File: src/rtl/serial_twos_deserializer_pkg.sv
// serial_pkg: shared types and constants for the serial deserializer slice.
// Used by serial_twos_deserializer and serial_negate_cell (SERIAL_DESER_NEGATE_EN).
package serial_pkg;

    localparam int   SERIAL_W       = 8;
    localparam logic NEG_CARRY_INIT = 1'b1;

    typedef enum logic {
        IDLE  = 1'b0,
        SHIFT = 1'b1
    } state_t;

endpackage

File: src/rtl/serial_twos_deserializer_if.sv
// serial_twos_deserializer_if: serial input stream plus valid/ready word output.
// master drives the stream and out_ready; slave is the deserializer.
interface serial_twos_deserializer_if
    import serial_pkg::*;
#(
    parameter int W = SERIAL_W
);

    logic         si;
    logic         bit_en;
    logic         sof;
    logic [W-1:0] out_data;
    logic         out_valid;
    logic         out_ready;
    logic         overrun;
    logic         abort;

    modport master (
        output si, bit_en, sof, out_ready,
        input  out_data, out_valid, overrun, abort
    );

    modport slave (
        input  si, bit_en, sof, out_ready,
        output out_data, out_valid, overrun, abort
    );

endinterface

File: src/rtl/serial_twos_deserializer_negate_cell.sv
// serial_negate_cell: bit-serial two's-complement cell (LSB first).
// b = (carry + !si)[0], carry := (carry + !si)[1]; init forces carry-in to 1
// for the current bit so a new frame starts cleanly on the same cycle.
// Only instantiated when SERIAL_DESER_NEGATE_EN is defined.
module serial_negate_cell
    import serial_pkg::*;
(
    input  logic clk,
    input  logic rstn,
    input  logic init,
    input  logic en,
    input  logic si,
    output logic bo
);

    logic       r_carry;
    logic       w_cin;
    logic [1:0] w_sum;

    assign w_cin = init ? NEG_CARRY_INIT : r_carry;
    assign w_sum = {1'b0, w_cin} + {1'b0, ~si};
    assign bo    = w_sum[0];

    // Carry advances only on bits that actually enter a frame.
    always_ff @(posedge clk or negedge rstn) begin
        if (!rstn) begin
            r_carry <= NEG_CARRY_INIT;
        end else if (en) begin
            r_carry <= w_sum[1];
        end
    end

endmodule

File: src/rtl/serial_twos_deserializer.sv
// serial_twos_deserializer: LSB-first serial-to-parallel receiver with
// sof framing, valid/ready output, sticky overrun and abort pulse.
// Optional feature macro: SERIAL_DESER_NEGATE_EN (on-the-fly two's complement).
//
//   state | meaning
//   IDLE  | waiting for a bit with sof; non-sof bits are discarded
//   SHIFT | bits 1..W-1 of the current frame pending
module serial_twos_deserializer
    import serial_pkg::*;
#(
    parameter int W = SERIAL_W
)(
    input  logic                         clk,
    input  logic                         rstn,
    serial_twos_deserializer_if.slave    bus
);

    localparam int CNT_W = (W > 2) ? $clog2(W) : 1;

    state_t         r_state;
    logic [CNT_W-1:0] r_cnt;
    logic [W-1:0]   r_sr;
    logic [W-1:0]   r_out_data;
    logic           r_out_valid;
    logic           r_overrun;
    logic           r_abort;

    logic           w_bit;
    logic           w_take;
    logic           w_cnt_last;
    logic           w_done;
    logic [W-1:0]   w_word;

    // A bit belongs to a frame when it starts one or arrives mid-frame.
    assign w_take = bus.bit_en && (bus.sof || (r_state == SHIFT));

`ifdef SERIAL_DESER_NEGATE_EN
    serial_negate_cell u_negate (
        .clk  (clk),
        .rstn (rstn),
        .init (bus.sof),
        .en   (w_take),
        .si   (bus.si),
        .bo   (w_bit)
    );
`else
    assign w_bit = bus.si;
`endif

    assign w_cnt_last = (r_cnt == CNT_W'(W - 1));
    assign w_done     = bus.bit_en && !bus.sof && (r_state == SHIFT) && w_cnt_last;
    assign w_word     = {w_bit, r_sr[W-1:1]};

    // Frame FSM, shift register and registered output port in one process.
    always_ff @(posedge clk or negedge rstn) begin
        if (!rstn) begin
            r_state     <= IDLE;
            r_cnt       <= '0;
            r_sr        <= '0;
            r_out_data  <= '0;
            r_out_valid <= 1'b0;
            r_overrun   <= 1'b0;
            r_abort     <= 1'b0;
        end else begin
            r_abort <= 1'b0;

            if (bus.bit_en) begin
                if (bus.sof) begin
                    // Bit 0 parks at the MSB; W-1 further shifts bring it to bit 0.
                    r_sr    <= {w_bit, {(W-1){1'b0}}};
                    r_cnt   <= CNT_W'(1);
                    r_state <= SHIFT;
                    if (r_state == SHIFT) begin
                        r_abort <= 1'b1;
                    end
                end else if (r_state == SHIFT) begin
                    r_sr <= w_word;
                    if (w_cnt_last) begin
                        r_cnt   <= '0;
                        r_state <= IDLE;
                    end else begin
                        r_cnt <= r_cnt + CNT_W'(1);
                    end
                end
            end

            if (w_done) begin
                if (!r_out_valid || bus.out_ready) begin
                    r_out_data  <= w_word;
                    r_out_valid <= 1'b1;
                end else begin
                    r_overrun <= 1'b1;
                end
            end else if (r_out_valid && bus.out_ready) begin
                r_out_valid <= 1'b0;
            end
        end
    end

    assign bus.out_data  = r_out_data;
    assign bus.out_valid = r_out_valid;
    assign bus.overrun   = r_overrun;
    assign bus.abort     = r_abort;

endmodule

File: src/flat_wrapper.sv
// flat-port wrapper written by rule: the top's interface ports become plain ports
module serial_twos_deserializer_flat import serial_pkg::*;
#(
    parameter int W = SERIAL_W
)
  (clk, rstn, bus_si, bus_bit_en, bus_sof, bus_out_ready, bus_out_data, bus_out_valid, bus_overrun, bus_abort);
  serial_twos_deserializer_if #(.W(W)) bus_i ();
  input  logic clk;
  input  logic rstn;
  input wire logic [$bits(bus_i.si)-1:0] bus_si;
  input wire logic [$bits(bus_i.bit_en)-1:0] bus_bit_en;
  input wire logic [$bits(bus_i.sof)-1:0] bus_sof;
  input wire logic [$bits(bus_i.out_ready)-1:0] bus_out_ready;
  output wire logic [$bits(bus_i.out_data)-1:0] bus_out_data;
  output wire logic [$bits(bus_i.out_valid)-1:0] bus_out_valid;
  output wire logic [$bits(bus_i.overrun)-1:0] bus_overrun;
  output wire logic [$bits(bus_i.abort)-1:0] bus_abort;
  assign bus_i.si = bus_si;
  assign bus_i.bit_en = bus_bit_en;
  assign bus_i.sof = bus_sof;
  assign bus_i.out_ready = bus_out_ready;
  assign bus_out_data = bus_i.out_data;
  assign bus_out_valid = bus_i.out_valid;
  assign bus_overrun = bus_i.overrun;
  assign bus_abort = bus_i.abort;
  serial_twos_deserializer #(.W(W)) u_core (.clk(clk), .rstn(rstn), .bus(bus_i));
endmodule
File: config.mk
export PLATFORM = sky130hd
export DESIGN_NAME = serial_twos_deserializer_flat
export DESIGN_NICKNAME = d
export VERILOG_FILES = /design/src/rtl/serial_twos_deserializer_pkg.sv /design/src/rtl/serial_twos_deserializer_if.sv /design/src/rtl/serial_twos_deserializer_negate_cell.sv /design/src/rtl/serial_twos_deserializer.sv /design/src/flat_wrapper.sv
export SDC_FILE = /design/constraint.sdc
export NUM_CORES = 1
export LEC_CHECK = 0
export ABC_CLOCK_PERIOD_IN_PS = 3100
export CAP_MARGIN = 20
export CORE_UTILIZATION = 50
export CTS_BUF_LIST = sky130_fd_sc_hd__clkbuf_8
export CTS_CLUSTER_DIAMETER = 40
export CTS_CLUSTER_SIZE = 25
export DETAILED_ROUTE_END_ITERATION = 10
export PLACE_DENSITY = 0.76
export SYNTH_ARGS = -nofsm -noshare
export SYNTH_HDL_FRONTEND = slang
export SYNTH_SLANG_ARGS = --single-unit
export TNS_END_PERCENT = 100
File: constraint.sdc
create_clock -name clk -period 3.1 [get_ports clk]
set_input_delay 0.465 -clock clk [delete_from_list [all_inputs] [get_ports clk]]
set_output_delay 0.465 -clock clk [all_outputs]
set_load 0.01 [all_outputs]
# Word level (Yosys, flattened, before mapping)

Cells that the tools add are included.

Word-level logic and storage cells: 38
Register bits: 23
Output and inout bits: 11

Multiplexer cells: 14
Add/subtract/negate cells: 1
Equality and inequality tests: 2
Bitwise gates (word level): 1
Reduce and logical (&&, ||, !) cells: 13

Operator list:

| kind                                        | number |
|---|---|
| two-way mux 8 bit                           | 2 |
| two-way mux 1 bit                           | 9 |
| two-way mux 3 bit                           | 3 |
| AND reduction 2 bit                         | 4 |
| logical AND 1 bit                           | 4 |
| nonzero test 2 bit                          | 2 |
| adder 3 x 1 -> 3 bit, second input constant | 1 |
| equality test 3 bit, second input constant  | 1 |
| zero test 1 bit                             | 2 |
| != test 2 bit, second input constant        | 1 |
| logical OR 1 bit                            | 1 |
| NOT 1 bit                                   | 1 |

# Depth between registers and ports, before layout

Word-level depth: 6
Gate-level depth with buffers: 6
Mapped depth without buffers: 5

# Worst setup path after synthesis

OpenSTA, ideal clock, no wires.

Path type: flip-flop to flip-flop
Start point: register u_core.r_cnt[0]
End point: register u_core.r_out_data[0], in the netlist u_core.bus.out_data[0]
Setup time: 0.125 ns
Buffers on the path: 1
Cell stages (with the launch flop): 7
Data arrival time: 1.392 ns
Path slack: 1.583 ns
Cells stage by stage: dfrtp_1 > ha_1 > ha_1 > nand4b_2 > nor2b_2 > buf_6 > mux2_4

Word-level cells in the longest chain between the ends: 3

RTL lines:

| element                       | line                           | RTL |
|---|---|---|
| from (decl)                   | serial_twos_deserializer.sv:21 | `logic [CNT_W-1:0] r_cnt;` |
| from (signal assigned)        | serial_twos_deserializer.sv:82 | `r_cnt <= r_cnt + CNT_W'(1);` |
| equality test 3 bit           | serial_twos_deserializer.sv:50 | `assign w_cnt_last = (r_cnt == CNT_W'(W - 1));` |
| logical AND 1 bit             | serial_twos_deserializer.sv:51 | `assign w_done = bus.bit_en && !bus.sof && (r_state == SHIFT) && w_cnt_last;` |
| AND reduction 2 bit (no line) | -                              |  |
| to (signal assigned)          | serial_twos_deserializer.sv:89 | `r_out_data <= w_word;` |
| to (decl)                     | serial_twos_deserializer.sv:23 | `logic [W-1:0] r_out_data;` |

Every way passes these cells.
A chain may end at the register's enable or synchronous reset.

# Final worst setup path

Start point: input port bus_sof
End point: register u_core.r_out_data[5], in the netlist u_core.bus.out_data[5]

Word-level cells in the longest chain between the ends: 5

RTL lines:

| element                         | line                           | RTL |
|---|---|---|
| from (decl)                     | flat_wrapper.sv:12             | `input wire logic [$bits(bus_i.sof)-1:0] bus_sof;` |
| zero test 1 bit                 | serial_twos_deserializer.sv:51 |  |
| logical AND 1 bit (3 in series) | serial_twos_deserializer.sv:51 |  |
| AND reduction 2 bit (no line)   | -                              |  |

Every way passes these cells.

==> summary.md <==
| Metric | Value |
|---|---|
| DP HPWL | 1.14 mm |
| CTS root buf | clkbuf_8 |
| Placed insts | 112 |
| Clk_lat worst skew | 0.26 ns |
| Least-Margin Pin Slew | 0.547 ns |
| RR Endpoint | u_core.bus.out_data[5]$_DFFE_PN0P_ |
| Die Span X | 46.3 µm |
| Critical Path End | u_core.bus.out_data[5]$_DFFE_PN0P_ |
| CP max stage cell | clkdlybuf4s50_1 |
| CP max stage delay | 0.62 ns |
| DP Worst Slack | 0.729 ns |
| Drt via density | 5.28 |
| Fillcell total | 126 |
| Die area | 0.00214 mm² |
| Synth area leader | dfrtp_1 |
| Vias in the first global route | 620 |
| Crit path kind | in -> reg |
| Initial antenna violation count | 0 |
| Finished Layout Cells | 117 |
| Port-buffer cells | 16 |
| Area growth syn-to-layout | 23.4% |
| Clock Skews | 0.00240 ns |
| Worst VDD drop | 0.379 mV |
| Internal power | 0.522 mW |
| Critical path cell sequence | clkdlybuf4s50_1 > nand4b_2 > nor2b_2 > mux2_4 |
| Syn nets | 84 |
| Final period utilization | 68.3% |
| Hold_ws | 0.479 ns |
| Reg2reg setup slack | 1.22 ns |
| FF-to-FF Start | u_core.r_cnt[0]$_DFFE_PN0P_ |
| Cell row count | 15 |
| DR iter-0 viols | 3 |
| Detailed Route WL | 1.64 mm |
| Hold Crit Class | reg -> reg |
| Post-synthesis sequential area ratio | 56.2% |
| Synth cell types | 22 |
| Worst relative slew slack | 63.4% |
| Pin count of the biggest net entering global routing | 23 |
| TritonRoute pass-1 iters | 4 |
| Cts bufs inserted | 3 |
| Critical Path Start Type | primary input |
| Tot GR Track Use | 19.3% |
| Routed WL per cell | 14.0 µm |
| # setup viols final | 0 |
| Worst EP required | 3.25 ns |
| Synthesized cell area | 980 µm² |
| Max Slew Vio Count | 0 |
| RSZ-0062 raised after global routing | false |
| Reg2reg path depth | 5 |
| CTS Hold Bufs | 0 |
| Max_cap viols | 0 |
| Status | complete, no violations |
| Clock Sinks | 22 |
| Layout cells sized above 1 | 17.4% |
| Clk slew on worst S/H paths | 0.08 ns |
| CP startpoint | bus_sof |
| Top area cells in the synthesized netlist | dfrtp_1, mux2_4, a2bb2oi_1 |
| Via Count | 618 |
| Initial Util | 54.9% |
| CORE AREA | 0.00178 mm² |
| Delay-heaviest family, CP | simple AND/OR/NAND/NOR gates |
| Total power | 0.690 mW |
| Post-DP Area | 0.00114 mm² |
| Worst Path Buf+Inv | 1 |
| Die height | 46.3 µm |
| Clock buffer depth | 2 |
| Syn Inst Count | 76 |
| Post-Layout Inst Area | 0.00121 mm² |
| Yosys top cell area share | 56.2% |
| Clock share of power | 29.0% |
| Sequential share of power | 50.2% |
| Final nets | 101 |
| Critical path fanouts, max | 13 |
| Sw Share | 24.4% |
| Arr. time, crit path | 2.26 ns |
| Final number of hold-violating endpoints | 0 |
| PD cells | 571 mW/mm² |
| Post_cts resized | 0 |
| # IOs | 17 |
| Htree depth | 1 |
| Combinational fraction of design power | 20.8% |
| Sum of negative setup slack | 0 ns |
| Commonest non-fill, non-tap cell in the layout | dfrtp_1 |
| Fmax | 0.473 GHz |
| DRC violations left | 0 |
| Syn Area/Cell | 12.9 µm² |
| Final Worst Setup Slack | 0.984 ns |
| Most frequent cells in the layout | dfrtp_1, clkdlybuf4s50_1, inv_1 |
| Net Switching | 0.168 mW |
| Total grt overflow | 0 |
| Placer Congestion | 0.732 |
| CP endpoint kind | register |
| CTS tree | done |
| ANT cells | 0 |
| Fin crit period | 2.12 ns |
| Pleak | 0.539 nW |
| Postcts setup bufs | 0 |
| Detail Route Antenna Nets | 0 |
| First-pass GRT wire length | 2.85 mm |
| Critical path depth in cells | 4 |
| Utilization after layout | 67.8% |
| Syn. warnings | 0 |
| #FFs+latches synth | 22 |
[how the worst min path moves through the flow]
| stage | from | end | slack (ns) | depth (start not counted) |
|---|---|---|---|---|
| 3_3_place_gp | u_core.bus.overrun$_DFFE_PN0P_ | u_core.bus.overrun$_DFFE_PN0P_ | 0.48 | 1 |
| 2_1_floorplan | rstn | u_core.bus.abort$_DFF_PN0_ | 0.17 | 0 |
| 6_report | u_core.bus.overrun$_DFFE_PN0P_ | u_core.bus.overrun$_DFFE_PN0P_ | 0.48 | 1 |
| 4_1_cts | u_core.bus.overrun$_DFFE_PN0P_ | u_core.bus.overrun$_DFFE_PN0P_ | 0.49 | 1 |
| 5_1_grt | u_core.bus.overrun$_DFFE_PN0P_ | u_core.bus.overrun$_DFFE_PN0P_ | 0.51 | 1 |
| 3_5_place_dp | u_core.bus.overrun$_DFFE_PN0P_ | u_core.bus.overrun$_DFFE_PN0P_ | 0.47 | 1 |
[synthesized netlist by cell type]
library cell  instances
a22o_1                1
a2bb2oi_1             7
a32o_1                1
and2_1                1
and3_1                1
buf_2                 2
buf_6                 1
clkbuf_1              2
dfrtp_1              22
ha_1                  2
inv_1                 9
mux2_2                1
mux2_4                8
nand2_1               2
nand2b_1              1
nand4b_2              1
nor2b_1               1
nor2b_2               1
nor3b_1               1
o21ai_0               3
o21bai_1              1
o22ai_1               7
[power by group through the flow]
stage | Combinational [mW] | Clock [mW] | Sequential, mW
after floorplan | 0.0788 | 0 | 0.353
final | 0.143 | 0.200 | 0.347
after global placement | 0.136 | 0 | 0.350
after detailed placement | 0.143 | 0 | 0.352
after CTS | 0.144 | 0.203 | 0.347
after global routing | 0.159 | 0.215 | 0.351
[final cells by class]
cell class                      count  area [µm²]  area share, %
Clock buffer                        4        55.1           4.55
Multi-Input combinational cell     40         367           30.3
Timing Repair Buffer               17         171           14.2
Inverter                            9        33.8           2.80
Sequential cell                    22         551           45.5
Tap cell                           25        31.3           2.59
[cells by family after synthesis]
| group | share of synthesized area, % |
|---|---|
| fa+ha+maj | 2.55 |
| flops | 56.2 |
| mux | 13.4 |
| buf+inv | 6.39 |
| simple gates | 6.52 |
| compound gates | 14.9 |
[per-layer routing]
layer	vias to the layer above	wire length [µm]	GRT usage, %
li1	301	-	-
met1	301	786	25.7
met2	12	775	30.4
met3	4	51	3.53
met4	0	28	8.82
met5	-	0	0
[sequential cells by signal, summed over array words and instances, names as in the netlist]
name and flops:
u_core.bus.overrun 1, u_core.r_state 1, u_core.bus.out_valid 1, u_core.r_sr 7, u_core.bus.abort 1, u_core.r_cnt 3, u_core.bus.out_data 8
(Power assumes the default switching activity.)
